<file path="config.mk">
export PLATFORM = sky130hd
export DESIGN_NAME = toggle_cover_sched
export DESIGN_NICKNAME = d
export VERILOG_FILES = /design/src/rtl/toggle_cover_pkg.sv /design/src/rtl/toggle_cover_pick.sv /design/src/rtl/toggle_cover_sched.sv
export SDC_FILE = /design/constraint.sdc
export NUM_CORES = 1
export LEC_CHECK = 0
export CAP_MARGIN = 20
export CELL_PAD_IN_SITES_DETAIL_PLACEMENT = 0
export CELL_PAD_IN_SITES_GLOBAL_PLACEMENT = 1
export CORE_AREA = 2 2 198 200
export DETAILED_ROUTE_END_ITERATION = 16
export DIE_AREA = 0 0 200 202
export GPL_TIMING_DRIVEN = 0
export MAX_ROUTING_LAYER = met4
export PLACE_DENSITY_LB_ADDON = 0.1
export SYNTH_ARGS = -nofsm -noshare
export SYNTH_HDL_FRONTEND = slang
export SYNTH_HIERARCHICAL = 1
export SYNTH_SLANG_ARGS = --single-unit
</file>
<file path="constraint.sdc">
create_clock -name clock -period 7 [get_ports clock]
set_input_delay 0.7 -clock clock [delete_from_list [all_inputs] [get_ports clock]]
set_output_delay 0.7 -clock clock [all_outputs]
set_load 0.03 [all_outputs]
</file>
<file path="src/rtl/toggle_cover_pkg.sv">
// Shared types and helpers for the toggle-coverage report scheduler.
//   IDX_W_DEF   : default width of an emitted cover index (longint on the DPI side)
//   state_t     : scheduler FSM states
//   cover_index : absolute cover index from (base, group, bit, group width)
package toggle_cover_pkg;

  localparam int IDX_W_DEF = 64;

  typedef enum logic [1:0] {
    IDLE  = 2'd0,
    EMIT  = 2'd1,
    DRAIN = 2'd2,
    DONE  = 2'd3
  } state_t;

  // Evaluated at full 64-bit width so that base + g*w + b never wraps for any
  // configuration that passes the elaboration range check in the top level.
  function automatic logic [IDX_W_DEF-1:0] cover_index(
    input logic [IDX_W_DEF-1:0] base,
    input int unsigned          g,
    input int unsigned          b,
    input int unsigned          w
  );
    return base + IDX_W_DEF'(g) * IDX_W_DEF'(w) + IDX_W_DEF'(b);
  endfunction

endpackage

</file>
<file path="src/rtl/toggle_cover_pick.sv">
// Combinational selector: round-robin across NG hit groups starting at 'start'
// (wrapping NG-1 -> 0), then the lowest-numbered pending bit inside the winner.
// Ports:
//   pending     in  NG*W  pending bitmap, group g at [g*W +: W]
//   start       in  GW    first group to consider
//   any_pending out 1     some bit is pending
//   g           out GW    selected group (valid when any_pending)
//   b           out BW    selected bit inside group g
module toggle_cover_pick #(
  parameter  int NG = 4,
  parameter  int W  = 44,
  localparam int GW = (NG > 1) ? $clog2(NG) : 1,
  localparam int BW = (W > 1) ? $clog2(W) : 1
) (
  input  logic [NG*W-1:0] pending,
  input  logic [GW-1:0]   start,
  output logic            any_pending,
  output logic [GW-1:0]   g,
  output logic [BW-1:0]   b
);

  logic [NG-1:0] grp_any;
  logic [BW-1:0] grp_bit [NG];
  logic [GW-1:0] scan_idx;

  function automatic logic [BW-1:0] lowest_bit(input logic [W-1:0] v);
    lowest_bit = '0;
    // Scan downward so the last write wins: that is the lowest set bit.
    for (int i = W - 1; i >= 0; i--) begin
      if (v[i]) lowest_bit = BW'(i);
    end
  endfunction

  for (genvar gi = 0; gi < NG; gi++) begin : g_grp
    assign grp_any[gi] = |pending[gi*W +: W];
    assign grp_bit[gi] = lowest_bit(pending[gi*W +: W]);
  end

  // Walk offsets from farthest to nearest so the nearest group after 'start'
  // with pending work overwrites all others.
  always_comb begin
    g        = '0;
    scan_idx = '0;
    for (int k = NG - 1; k >= 0; k--) begin
      scan_idx = GW'((int'(start) + k) % NG);
      if (grp_any[scan_idx]) g = scan_idx;
    end
    any_pending = |grp_any;
    b           = grp_bit[g];
  end

endmodule

</file>
<file path="src/rtl/toggle_cover_sched.sv">
// Toggle-coverage report scheduler. Collects per-cycle hit bits from NG groups
// of W bits into a sticky pending bitmap and streams one absolute cover index
// per cycle to a serial sink over valid/ready. A flush request drains all
// pending bits with capture disabled and then pulses flush_done.
// Optional build macro: TOGGLE_COVER_DEDUP_EN -- keeps a seen bitmap so each
// index is reported at most once between resets.
// Ports:
//   clock      in   sole clock, rising edge
//   reset      in   synchronous, active-low
//   enable     in   capture enable for hit_valid
//   hit_valid  in   NG*W hit bits, group g at [g*W +: W]
//   out_valid  out  report valid
//   out_ready  in   sink accepts report
//   out_index  out  COVER_BASE + g*W + b
//   flush      in   single-cycle drain request
//   flush_done out  one-cycle pulse when the drain completes
//   busy       out  pending bits exist or FSM not idle
//   merged_cnt out  saturating count of cycles with at least one merged hit
module toggle_cover_sched
  import toggle_cover_pkg::*;
#(
  parameter int              NG         = 4,
  parameter int              W          = 44,
  parameter longint unsigned COVER_BASE = 0,
  parameter int              IDX_W      = IDX_W_DEF
) (
  input  logic             clock,
  input  logic             reset,
  input  logic             enable,
  input  logic [NG*W-1:0]  hit_valid,
  output logic             out_valid,
  input  logic             out_ready,
  output logic [IDX_W-1:0] out_index,
  input  logic             flush,
  output logic             flush_done,
  output logic             busy,
  output logic [31:0]      merged_cnt
);

  localparam int NB = NG * W;
  localparam int GW = (NG > 1) ? $clog2(NG) : 1;
  localparam int BW = (W > 1) ? $clog2(W) : 1;
  localparam int PW = (NB > 1) ? $clog2(NB) : 1;

  localparam logic [127:0] INDEX_END   = 128'(COVER_BASE) + 128'(NG) * 128'(W);
  localparam logic [127:0] INDEX_LIMIT = 128'(1) << IDX_W;

  if (IDX_W > IDX_W_DEF || INDEX_END > INDEX_LIMIT) begin : g_range_err
    $error("toggle_cover_sched: COVER_BASE + NG*W does not fit in IDX_W bits");
  end

  state_t           state_reg, state_next;
  logic [NB-1:0]    pending_reg, pending_next;
  logic [GW-1:0]    rr_ptr_reg, rr_ptr_next;
  logic             out_valid_reg, out_valid_next;
  logic [IDX_W-1:0] out_index_reg, out_index_next;
  logic [GW-1:0]    out_g_reg, out_g_next;
  logic [PW-1:0]    out_pos_reg, out_pos_next;
  logic             flush_latched_reg, flush_latched_next;
  logic             flush_done_reg;
  logic [31:0]      merged_cnt_reg, merged_cnt_next;

  logic             hs;
  logic [NB-1:0]    clear_mask;
  logic [NB-1:0]    pending_clr;
  logic [NB-1:0]    hit_eff;
  logic             capture_en;
  logic             merge_any;
  logic             load_sel;
  logic             pick_any;
  logic [GW-1:0]    pick_g;
  logic [BW-1:0]    pick_b;

  assign hs = out_valid_reg && out_ready;

  for (genvar gi = 0; gi < NB; gi++) begin : g_clr
    assign clear_mask[gi] = hs && (out_pos_reg == PW'(gi));
  end

  assign pending_clr = pending_reg & ~clear_mask;

  // After a handshake the scan restarts just past the group that was served.
  assign rr_ptr_next = !hs ? rr_ptr_reg :
                       (out_g_reg == GW'(NG - 1)) ? '0 : out_g_reg + 1'b1;

`ifdef TOGGLE_COVER_DEDUP_EN
  logic [NB-1:0] seen_reg;

  always_ff @(posedge clock) begin
    if (!reset) seen_reg <= '0;
    else        seen_reg <= seen_reg | clear_mask;
  end

  // The bit being handshaken this cycle is treated as already seen.
  assign hit_eff = hit_valid & ~(seen_reg | clear_mask);
`else
  assign hit_eff = hit_valid;
`endif

  assign capture_en   = enable && (state_reg == IDLE || state_reg == EMIT);
  // OR-ing hits after the clear lets a same-cycle re-hit survive its handshake.
  assign pending_next = capture_en ? (pending_clr | hit_eff) : pending_clr;
  assign merge_any    = capture_en && |(hit_eff & pending_clr);

  always_comb begin
    merged_cnt_next = merged_cnt_reg;
    if (merge_any && merged_cnt_reg != 32'hFFFF_FFFF) merged_cnt_next = merged_cnt_reg + 32'd1;
  end

  toggle_cover_pick #(.NG(NG), .W(W)) u_pick (
    .pending     (pending_clr),
    .start       (rr_ptr_next),
    .any_pending (pick_any),
    .g           (pick_g),
    .b           (pick_b)
  );

  always_comb begin
    state_next         = state_reg;
    out_valid_next     = out_valid_reg;
    out_index_next     = out_index_reg;
    out_g_next         = out_g_reg;
    out_pos_next       = out_pos_reg;
    flush_latched_next = flush_latched_reg;
    load_sel           = 1'b0;
    case (state_reg)
      IDLE: begin
        load_sel = pick_any;
        if (flush)         state_next = pick_any ? DRAIN : DONE;
        else if (pick_any) state_next = EMIT;
      end
      EMIT: begin
        if (flush) flush_latched_next = 1'b1;
        if (hs) begin
          load_sel = pick_any;
          if (flush || flush_latched_reg) begin
            state_next         = DRAIN;
            flush_latched_next = 1'b0;
          end else if (!pick_any) begin
            state_next = IDLE;
          end
        end
      end
      DRAIN: begin
        // out_valid can be low here when EMIT ran dry on the handshake that
        // started the drain but captured new hits in that same cycle.
        if (hs || !out_valid_reg) begin
          load_sel = pick_any;
          if (!pick_any) state_next = DONE;
        end
      end
      DONE:    state_next = IDLE;
      default: state_next = IDLE;
    endcase
    if (load_sel) begin
      out_valid_next = 1'b1;
      out_index_next = IDX_W'(cover_index(COVER_BASE, 32'(pick_g), 32'(pick_b), W));
      out_g_next     = pick_g;
      out_pos_next   = PW'(32'(pick_g) * W + 32'(pick_b));
    end else if (hs) begin
      out_valid_next = 1'b0;
    end
  end

  always_ff @(posedge clock) begin
    if (!reset) begin
      state_reg         <= IDLE;
      pending_reg       <= '0;
      rr_ptr_reg        <= '0;
      out_valid_reg     <= 1'b0;
      out_index_reg     <= '0;
      out_g_reg         <= '0;
      out_pos_reg       <= '0;
      flush_latched_reg <= 1'b0;
      flush_done_reg    <= 1'b0;
      merged_cnt_reg    <= '0;
    end else begin
      state_reg         <= state_next;
      pending_reg       <= pending_next;
      rr_ptr_reg        <= rr_ptr_next;
      out_valid_reg     <= out_valid_next;
      out_index_reg     <= out_index_next;
      out_g_reg         <= out_g_next;
      out_pos_reg       <= out_pos_next;
      flush_latched_reg <= flush_latched_next;
      flush_done_reg    <= (state_next == DONE);
      merged_cnt_reg    <= merged_cnt_next;
    end
  end

  assign out_valid  = out_valid_reg;
  assign out_index  = out_index_reg;
  assign flush_done = flush_done_reg;
  assign merged_cnt = merged_cnt_reg;
  assign busy       = (|pending_reg) || (state_reg != IDLE);

endmodule
</file>
==> report_table.html <==
<table>
<tr><th>Metric</th><th>Value</th></tr>
<tr><th colspan="2">Run status</th></tr>
<tr><td>Run status</td><td>complete, no violations</td></tr>
<tr><th colspan="2">STA</th></tr>
<tr><td>Count of final max-slew check failures</td><td>0</td></tr>
<tr><td>Period Utilization, post-route</td><td>98.8%</td></tr>
<tr><td>Transition at the pin with the smallest max-transition slack</td><td>1.24 ns</td></tr>
<tr><td>Final hold violation count</td><td>0</td></tr>
<tr><td>Final setup skew</td><td>0.0202 ns</td></tr>
<tr><td>Final min period</td><td>6.91 ns</td></tr>
<tr><td>Achievable Freq</td><td>145 MHz</td></tr>
<tr><td>Unrepaired setup endpoints after global routing</td><td>no</td></tr>
<tr><td>Endpoints failing setup</td><td>0</td></tr>
<tr><td>Hold WS</td><td>0.479 ns</td></tr>
<tr><td>Final worst-path setup slack</td><td>0.0861 ns</td></tr>
<tr><td>Sum Neg Setup Slack</td><td>0 ns</td></tr>
<tr><td>Headroom to the max-slew limit</td><td>16.6%</td></tr>
<tr><th colspan="2">Synth</th></tr>
<tr><td>Ranking of synthesized cells by area</td><td>dfxtp_1 (31%), a21oi_1 (7.8%), o21a_1 (6.3%), nor2_1 (6.1%), nor4_1 (4.6%)</td></tr>
<tr><td>Synth warnings</td><td>6</td></tr>
<tr><td>Sequential cell area fraction in the yosys report</td><td>30.5%</td></tr>
<tr><td>Synthesized flop and latch total</td><td>226</td></tr>
<tr><td>Area leader, netlist</td><td>dfxtp_1</td></tr>
<tr><td>Area share of the largest cell type after synthesis</td><td>30.5%</td></tr>
<tr><td>Number of synthesized flops with an enable pin</td><td>0</td></tr>
<tr><td>Asr flop ratio synth</td><td>0%</td></tr>
<tr><td>Number of instances in the synthesized netlist</td><td>1986</td></tr>
<tr><td>Mapped Area</td><td>14800 um^2</td></tr>
<tr><td>Count of different cell masters after synthesis</td><td>90</td></tr>
<tr><td>Post-synthesis area per instance</td><td>7.46 um^2</td></tr>
<tr><td>Top FF cell, synth</td><td>dfxtp_1</td></tr>
<tr><th colspan="2">Floorplanning</th></tr>
<tr><td>Full die area</td><td>40400 um^2</td></tr>
<tr><td>Core Rows</td><td>72</td></tr>
<tr><td>Starting density of the core</td><td>38.7%</td></tr>
<tr><td>Ports</td><td>280</td></tr>
<tr><td>Die X</td><td>200 um</td></tr>
<tr><td>Area inside the core boundary</td><td>38300 um^2</td></tr>
<tr><td>Die Y-Extent</td><td>202 um</td></tr>
<tr><th colspan="2">Pwr</th></tr>
<tr><td>Power density normalized to cell area</td><td>363 nW/um^2</td></tr>
<tr><td>Max rail drop VDD</td><td>0.000198 V</td></tr>
<tr><td>Static leakage power</td><td>7.12 nW</td></tr>
<tr><td>Overall power after layout</td><td>6.92 mW</td></tr>
<tr><th colspan="2">Setup path</th></tr>
<tr><td>Crit path arrival time</td><td>7.40 ns</td></tr>
<tr><td>Crit Reg-Reg Startpoint</td><td>out_pos_reg[6]$_SDFFE_PN0P_</td></tr>
<tr><td>Cell family with most CP delay</td><td>compound AO/OA/AOI/OAI gates</td></tr>
<tr><td>Maximum fanout along the worst path</td><td>10</td></tr>
<tr><td>Delay of the slowest cell on the worst path</td><td>0.65 ns</td></tr>
<tr><td>Number of buffer and inverter instances along the worst setup path</td><td>4</td></tr>
<tr><td>Type of the worst setup path</td><td>in -&gt; reg</td></tr>
<tr><td>Critical path origin</td><td>out_ready</td></tr>
<tr><td>Reg2Reg Setup Slack</td><td>0.12 ns</td></tr>
<tr><td>Critical Path End Type</td><td>flop</td></tr>
<tr><td>Depth of the worst register-to-register path</td><td>19</td></tr>
<tr><td>FF-to-FF End</td><td>out_index[7]$_SDFFE_PN0P_</td></tr>
<tr><td>Critical-path top delay cell</td><td>clkdlybuf4s50_1</td></tr>
<tr><td>List of cells traversed by the critical path</td><td>clkdlybuf4s50_1 &gt; and4bb_2 &gt; buf_2 &gt; buf_4 &gt; nand2_1 &gt; o21a_1 &gt; nor4_1 &gt; nand4_1 &gt; nor4_4 &gt; nand2_2 &gt; o32a_1 &gt; buf_4 &gt; a311oi_1 &gt; a211oi_1 &gt; a21oi_1 &gt; ha_1 &gt; a21o_1 &gt; a21oi_1 &gt; nor2b_1 &gt; o21ai_0 &gt; xor2_1 &gt; a211oi_1</td></tr>
<tr><td>CP startpoint kind</td><td>input port</td></tr>
<tr><td>Critical path data required time</td><td>7.49 ns</td></tr>
<tr><th colspan="2">Clocking</th></tr>
<tr><td>Clock latency on the worst-skew pair</td><td>0.59 ns</td></tr>
<tr><td>H-Tree Level Count</td><td>1</td></tr>
<tr><td>Root buf cell</td><td>clkbuf_16</td></tr>
<tr><td>CTS tree</td><td>built</td></tr>
<tr><td>Clock input transition at the sequential cells of the worst setup and hold paths</td><td>0.06 ns</td></tr>
<tr><td>Cts hold-fix bufs</td><td>0</td></tr>
<tr><td>CTS Buf Count</td><td>28</td></tr>
<tr><td>Number of sinks driven by the clock tree</td><td>226</td></tr>
<tr><td>Clock buffer depth</td><td>3</td></tr>
<tr><th colspan="2">Routing</th></tr>
<tr><td>Met1 layer wirelength in the final routing</td><td>32.5 mm</td></tr>
<tr><td>Number of DRC markers in iteration 0</td><td>2391</td></tr>
<tr><td>Total number of vias</td><td>18200</td></tr>
<tr><td>Length of routed met2 wiring</td><td>35.3 mm</td></tr>
<tr><td>Highest metal used</td><td>met4</td></tr>
<tr><td>Via-to-Cell Ratio</td><td>6.39</td></tr>
<tr><td>Detailed-route DRC error count</td><td>0</td></tr>
<tr><td>Number of search-and-repair iterations in the first detailed-routing pass</td><td>6</td></tr>
<tr><td>Avg WL per Cell</td><td>29.4 um</td></tr>
<tr><td>Met3 layer wire length in the routed design</td><td>9.37 mm</td></tr>
<tr><td>Total length of routed wires</td><td>83.7 mm</td></tr>
<tr><td>Antenna-violating nets left</td><td>0</td></tr>
<tr><th colspan="2">Worst hold path</th></tr>
<tr><td>Type of the most critical hold path</td><td>reg -&gt; reg</td></tr>
<tr><td>Source of the worst hold timing path</td><td>out_index[8]$_SDFFE_PN0P_</td></tr>
<tr><td>Worst-case hold path end point</td><td>out_index[8]$_SDFFE_PN0P_</td></tr>
<tr><td>Worst hold path stage count</td><td>2</td></tr>
<tr><th colspan="2">Cells and area</th></tr>
<tr><td>Final core occ</td><td>49.7%</td></tr>
<tr><td>Non-filler cells, final</td><td>2844</td></tr>
<tr><td>Net total in the final layout</td><td>2496</td></tr>
<tr><td>Fraction of layout cells with a size suffix above 1</td><td>8.92%</td></tr>
<tr><td>Commonest non-fill, non-tap cell in the layout</td><td>nor2_1</td></tr>
<tr><td>Final design instance area without fill</td><td>19000 um^2</td></tr>
<tr><td>Area growth from synthesis to final layout</td><td>28.6%</td></tr>
<tr><td>Most used cells in the layout excluding fill and tap cells</td><td>nor2_1 (242), a21oi_1 (231), dfxtp_1 (226), clkdlybuf4s50_1 (224), nand2_1 (133)</td></tr>
<tr><td>Flip-flop count of the largest register, all copies and words added</td><td>176</td></tr>
<tr><td>Layout filler cell count</td><td>3910</td></tr>
<tr><th colspan="2">Placement</th></tr>
<tr><td>Cells after DPL</td><td>2785</td></tr>
<tr><td>Post-placement setup slack</td><td>-0.861 ns</td></tr>
<tr><td>HPWL after detailed placement</td><td>66.1 mm</td></tr>
<tr><td>Area after DPL</td><td>17900 um^2</td></tr>
<tr><td>Number of buffers added on ports</td><td>224</td></tr>
<tr><td>Routability Congestion</td><td>1.09</td></tr>
<tr><th colspan="2">GRT</th></tr>
<tr><td>Global routing usage summed across all routing layers</td><td>41.5%</td></tr>
<tr><td>Via count of the first global-routing pass</td><td>16600</td></tr>
<tr><td>Pin count of the biggest net entering global routing</td><td>15</td></tr>
<tr><td>Antenna violations before repair</td><td>7</td></tr>
<tr><td>Global-route wire length before repair</td><td>117 mm</td></tr>
<tr><td>GRT Residual Overflow</td><td>0</td></tr>
<tr><th colspan="2">Flow run</th></tr>
<tr><td>Max-cap violations</td><td>0</td></tr>
</table>
-- synthesized netlist by cell type (6+ instances only) --
cell,number
nor2_1,242
a21oi_1,231
dfxtp_1,226
nand2_1,139
o21a_1,125
nor4_1,109
inv_1,97
a31oi_1,79
buf_4,67
o21ai_0,62
clkbuf_1,58
nand3_1,49
nor3_1,46
o211ai_1,42
nand4_1,33
and2_1,24
buf_2,21
mux2i_1,20
or3_1,20
or4_1,20
o2111ai_1,18
nand2b_1,16
o31ai_1,15
a211oi_1,14
ha_1,14
nor2b_1,13
a22oi_1,10
and3_1,10
a2111oi_0,9
buf_1,8
a221oi_1,7
buf_6,7
o311ai_0,7
a22o_1,6
nor4_2,6
o21bai_1,6
-- worst max-delay path by stage --
stage,endpoint,slack [ns],cells after the start
detailed placement,out_pos_reg[6]$_SDFFE_PN0P_,-0.86,21
global placement,out_pos_reg[6]$_SDFFE_PN0P_,-0.90,21
CTS,out_index[7]$_SDFFE_PN0P_,0.06,23
finish,out_index[7]$_SDFFE_PN0P_,0.09,22
floorplan,out_pos_reg[6]$_SDFFE_PN0P_,1.91,21
global route,out_index[7]$_SDFFE_PN0P_,0.001,23
-- worst min-delay path, stage by stage (launching register included) --
cell and delay [ns]:
dfxtp_1 0.31, nand2b_1 0.06, a21oi_1 0.05
-- timing repair --
| item | 4_1_cts | 5_1_grt |
|---|---|---|
| endpoints found under the hold margin | 0 | 0 |
| gates resized for setup | 6 | 27 |
| pin swaps | 0 | 1 |
| setup endpoints to repair | 3 | 4 |
| setup buffers | 0 | 2 |
-- routing by layer --
| layer | up-vias | global-route usage [%] |
|---|---|---|
| met4 | 0 | 25.2 |
| met5 | - | - |
| met1 | 8645 | 53.1 |
| met3 | 315 | 8.08 |
| met2 | 1264 | 60.1 |
| li1 | 7951 | - |
-- power by group --
part	switching [mW]	total, mW	internal (mW)
Sequential	0.257	1.79	1.53
Combinational	2.35	3.52	1.17
Clock	0.639	1.61	0.973
Total	3.25	6.92	3.67
-- logic make-up (layout without fill, tap and decap cells) --
family | after synthesis | count (layout) | synth area share (%)
and+or+nand+nor | 773 | 773 | 27.2
adders and majority gates | 15 | 15 | 1.32
DFF | 226 | 226 | 30.5
other | 1 | 60 | 0.0253
AOI/OAI and AO/OA | 685 | 685 | 30.1
muxes | 22 | 22 | 1.50
buffers and inverters | 260 | 541 | 9.00
xor gates and xnor gates | 4 | 4 | 0.237
-- cell type report --
cell class	instances	area, um^2	share of cell area [%]
antenna	5	12.5	0.0657
buffer	163	972	5.11
clock buffer	40	837	4.40
clock inverter	11	163	0.854
inverter	97	364	1.91
multi-input combinational	1554	9240	48.5
sequential	226	4520	23.8
tap	518	648	3.40
timing repair buffer	230	2290	12.0
Note: power is estimated with default switching activity, not from simulation.
